--- config.mk ---
export PLATFORM = sky130hd
export DESIGN_NAME = delay_var_bus
export DESIGN_NICKNAME = d
export VERILOG_FILES = /design/src/rtl/delay_var_bus.sv
export SDC_FILE = /design/constraint.sdc
export NUM_CORES = 1
export LEC_CHECK = 0
export ABC_AREA = 1
export CAP_MARGIN = 20
export CORE_MARGIN = 2
export CORE_UTILIZATION = 45
export CTS_CLUSTER_SIZE = 24
export DETAILED_ROUTE_END_ITERATION = 8
export PLACE_DENSITY = 0.58
export SLEW_MARGIN = 15
export SYNTH_ARGS = -nofsm -noshare
export SYNTH_HDL_FRONTEND = slang
export SYNTH_SLANG_ARGS = --single-unit
--- constraint.sdc ---
create_clock -name clk -period 3 [get_ports clk]
set_input_delay 0.3 -clock clk [delete_from_list [all_inputs] [get_ports clk]]
set_output_delay 0.3 -clock clk [all_outputs]
set_load 0.02 [all_outputs]
--- src/rtl/delay_var_bus.sv ---
// delay_var_bus: runtime-programmable bus delay line built on a circular buffer.
// The line advances one step per clk edge with ce=1 and behaves like a chain of
// N registers, where N = cur_delay is loaded (clamped to [1, MAX_DELAY]) by cfg_load.
// Every cfg_load flushes the line; q_valid marks samples that have traversed N steps.
// Optional build macro DELAY_VAR_ZEROFILL_EN: when defined, q is forced to 0
// while q_valid is low, so stale buffer contents never reach the output.
module delay_var_bus #(
  parameter int WIDTH     = 8,
  parameter int MAX_DELAY = 16,
  localparam int DW       = $clog2(MAX_DELAY) + 1
) (
  input  logic             clk,
  input  logic             rst,
  input  logic             ce,
  input  logic [WIDTH-1:0] d,
  output logic [WIDTH-1:0] q,
  output logic             q_valid,
  input  logic [DW-1:0]    cfg_delay,
  input  logic             cfg_load,
  output logic [DW-1:0]    cur_delay
);

  localparam int AW = $clog2(MAX_DELAY);

  logic [WIDTH-1:0] mem [MAX_DELAY];
  logic [AW-1:0]    wp;
  logic [DW-1:0]    fill;

  logic [DW-1:0]    n_load;
  logic [AW-1:0]    rd_addr;
  logic [DW-1:0]    fill_inc;
  logic             valid_step;
  logic [WIDTH-1:0] q_raw;

  // Saturate a requested delay into the legal range [1, MAX_DELAY].
  function automatic logic [DW-1:0] clamp_delay(input logic [DW-1:0] req);
    logic [DW-1:0] res;
    if (req == '0)
      res = DW'(1);
    else if (req > DW'(MAX_DELAY))
      res = DW'(MAX_DELAY);
    else
      res = req;
    return res;
  endfunction

  // Read address, fill advance and the sample that would emerge on this step.
  // rd_addr = wp - (N-1) in AW bits; N=MAX_DELAY wraps to wp+1 naturally.
  // N=1 reads the slot being written this cycle, so d is bypassed directly.
  always_comb begin
    n_load     = clamp_delay(cfg_delay);
    rd_addr    = wp - cur_delay[AW-1:0] + AW'(1);
    fill_inc   = (fill < cur_delay) ? fill + DW'(1) : fill;
    valid_step = (fill_inc == cur_delay);
    q_raw      = (cur_delay == DW'(1)) ? d : mem[rd_addr];
  end

  // Sample storage: written on every enabled step, deliberately not reset.
  always_ff @(posedge clk) begin
    if (ce)
      mem[wp] <= d;
  end

  // Control and output register: reconfiguration takes precedence over stepping.
  always_ff @(posedge clk or posedge rst) begin
    if (rst) begin
      wp        <= '0;
      fill      <= '0;
      cur_delay <= DW'(1);
      q_valid   <= 1'b0;
      q         <= '0;
    end else if (cfg_load) begin
      cur_delay <= n_load;
      q_valid   <= 1'b0;
      if (ce) begin
        wp   <= wp + AW'(1);
        fill <= DW'(1);
      end else begin
        fill <= '0;
      end
`ifdef DELAY_VAR_ZEROFILL_EN
      q <= '0;
`endif
    end else if (ce) begin
      wp      <= wp + AW'(1);
      fill    <= fill_inc;
      q_valid <= valid_step;
`ifdef DELAY_VAR_ZEROFILL_EN
      q <= q_raw & {WIDTH{valid_step}};
`else
      q <= q_raw;
`endif
    end
  end

endmodule
==> results.txt <==
Period minus WS final = 2732 ps
final setup vio count = 0
Placer Congestion = 0.8520
sw frac = 42.21%
DR WL/cell = 20.06 microns
CP endpoint kind = flop
Seq pwr share = 31.7%
hpwl dp = 10720 microns
Setup WS pre-CTS = 172.9 ps
Final Slew Violations = 0
H-tree Lvls = 4
FF-to-FF Start = wp[1]
logic gate share of total power = 45.1%
Crit path max-delay family = adder cells
most common library cell in the layout ignoring fill and taps = edfxtp_1
Leak = 0.002794 uW
# port buffers = 30
Hold Vio Cnt, Final = 0
DIE WIDTH = 125.0 microns
startpoint types = flop
clock network power share = 23.2%
crit path kind = reg2reg
Synth Cell Area = 6590 sq um
FMAX = 0.3660 GHz
layout cells sized above 1 = 9.921%
sequential-to-total area share from yosys stat = 67.08%
max_slew headroom = 36.77%
total gr overflow = 0
vias per std cell = 5.501
Clock Pin Slew Worst Setup and Hold Paths = 60 ps
CP max FO = 8
MaxCap Viol Count = 0
sw power = 3656 uW
pwr dens = 1126 nW/um^2
status = finished clean
TritonCTS clock tree = built
Crit path top cell by count = nand3_1
Area Overhead vs Synth = 16.69%
antenna viol nets, final = 0
Max IR drop VDD = 0.6089 mV
number of buffers inserted by hold repair at cts = 0
Finished Layout Cells = 819
Syn Nets = 613
Worst EP required = 3370 ps
# IOs = 31
CP cell instances = inv_1, ha_1, inv_1, ha_1, fa_1, xnor2_1, xor2_2, nand3_1, nand3_1, nand3_1, nand2_1
Unique masters post-synth = 26
Mean Syn Cell Area = 11.32 sq um
clock buffer depth = 2
setup ws final = 267.8 ps
RSZ-0062 raised after global routing = no
routed via count = 4505
Worst Hold Class = in2async
slowest stage delay, CP = 430 ps
CP Buf/Inv Count = 2
chip height = 125.0 microns
die area = 15630 sq um
Routed WL = 16430 microns
global-route wire length before repair = 26110 microns
Core ar. = 14420 sq um
largest net degree at the start of global routing = 48
vias in the first global route = 4485
setup TNS = 0 ps
total track usage = 22.07%
Clock Skew = 6.266 ps
Worst-Margin Slew = 947.4 ps
crit path DAT = 3100 ps
Internal = 5005 uW
dpl cell area = 7126 sq um
placed instance count = 787
final worst-path cycle share = 91.07%
Slowest cell on crit path = xnor2_1
num rows = 44
Initial Utilization = 45.69%
post-layout util = 53.31%
most frequent cells in the layout = edfxtp_1, nor2_1, o21ai_0
Worst Setup SP = wp[1]
antenna cell count = 0
Worst-Skew Late Latency = 420 ps
clk root buf = clkbuf_16
initial antenna violation count = 0
FF+latch count, synth = 151
DRT iter0 DRCs = 588
cts bufs inserted = 17
clock sinks = 151
fin nets = 653
DRC = 0
YS warnings = 0
DR pass1 iterations = 7
final instance area = 7690 sq um
post-synthesis cell count = 582
-- repair_timing --
action / CTS / global route
buffers inserted: 0 / 0
resized for setup: 0 / 1
setup endpoints to repair: 0 / 2
-- metal layers --
metal | track usage [%] | up-vias | part of all wire [%]
met5 | 0 | - | 0
met4 | 6.601 | 0 | 1.0
met3 | 4.707 | 16 | 7.0
met2 | 35.04 | 147 | 49
met1 | 30.94 | 2199 | 43
li1 | - | 2143 | -
-- flip-flops by register name, indices dropped and copies added, names as in the netlist --
signal     count
cur_delay      5
q              8
fill           5
q_valid        1
mem          128
wp             4
-- final timing paths --
| path | to | slack (ps) | cells past startpoint |
|---|---|---|---|
| worst max-delay path | q[7] | 270 | 11 |
| min in group clk | cur_delay[2] | 450 | 3 |
| worst max register to register | q[7] | 270 | 11 |
| worst min register to register | q_valid | 490 | 2 |
| worst min-delay path | wp[0] | 390 | 2 |
| max in group asynchronous | fill[3] | 2030 | 2 |
-- power by group through the flow --
| stage | clock network (uW) | registers, uW | logic [uW] |
|---|---|---|---|
| floorplan | 0 | 2800 | 2580 |
| global placement | 0 | 2780 | 3890 |
| detailed placement | 0 | 2780 | 3880 |
| CTS | 2040 | 2750 | 3900 |
| global route | 2110 | 2770 | 4380 |
| finish | 2010 | 2740 | 3910 |
-- kinds of logic (layout without fill, tap and decap cells) --
group / after synthesis / count (layout) / share of synthesized area (%)
AO/OA/AOI/OAI: 110 / 110 / 9.740
AND/OR/NAND/NOR: 239 / 239 / 15.23
flip-flops: 151 / 151 / 67.08
XOR/XNOR: 8 / 8 / 1.291
buffers and inverters: 60 / 113 / 3.892
adder cells (fa/ha/maj): 14 / 14 / 2.772
-- stage by stage --
step | total power [uW] | hold WS [ps]
after floorplan | 5376 | 301.2
after global placement | 6677 | 476.3
after detailed placement | 6669 | 484.3
after CTS | 8685 | 422.0
after global routing | 9260 | 460.2
final | 8662 | 388.4
-- cells in the mapped netlist --
cell / n / area, sq um
clkbuf_1: 11 / 41.29
fa_1: 1 / 20.02
o21ai_0: 66 / 330.3
inv_2: 1 / 3.750
ha_1: 13 / 162.7
xnor2_1: 3 / 26.28
o211ai_1: 32 / 240.2
nor2_1: 118 / 442.9
clkbuf_8: 1 / 13.76
dfrtp_1: 22 / 550.5
xor2_1: 3 / 26.28
buf_2: 14 / 70.07
nor3_1: 1 / 5.000
dfstp_2: 1 / 26.28
or2_2: 8 / 50.05
o22ai_1: 7 / 43.79
clkbuf_4: 1 / 7.510
a21oi_1: 3 / 15.01
inv_1: 32 / 120.1
a31oi_1: 2 / 12.51
nand2_1: 55 / 206.5
nand4_1: 7 / 43.79
edfxtp_1: 128 / 3844
nand3_2: 1 / 10.01
xor2_2: 2 / 32.53
nand3_1: 49 / 245.2
-- layout make-up --
class,count,area [sq um]
Timing Repair Buffer,48,435.4
Sequential cell,151,4420
Fill cell,1273,6734
Multi-Input combinational cell,371,1923
Inverter,33,123.9
Clock inverter,14,127.6
Clock buffer,18,429.2
Tap cell,184,230.2
No activity file was read; power rests on OpenSTA's default activity.
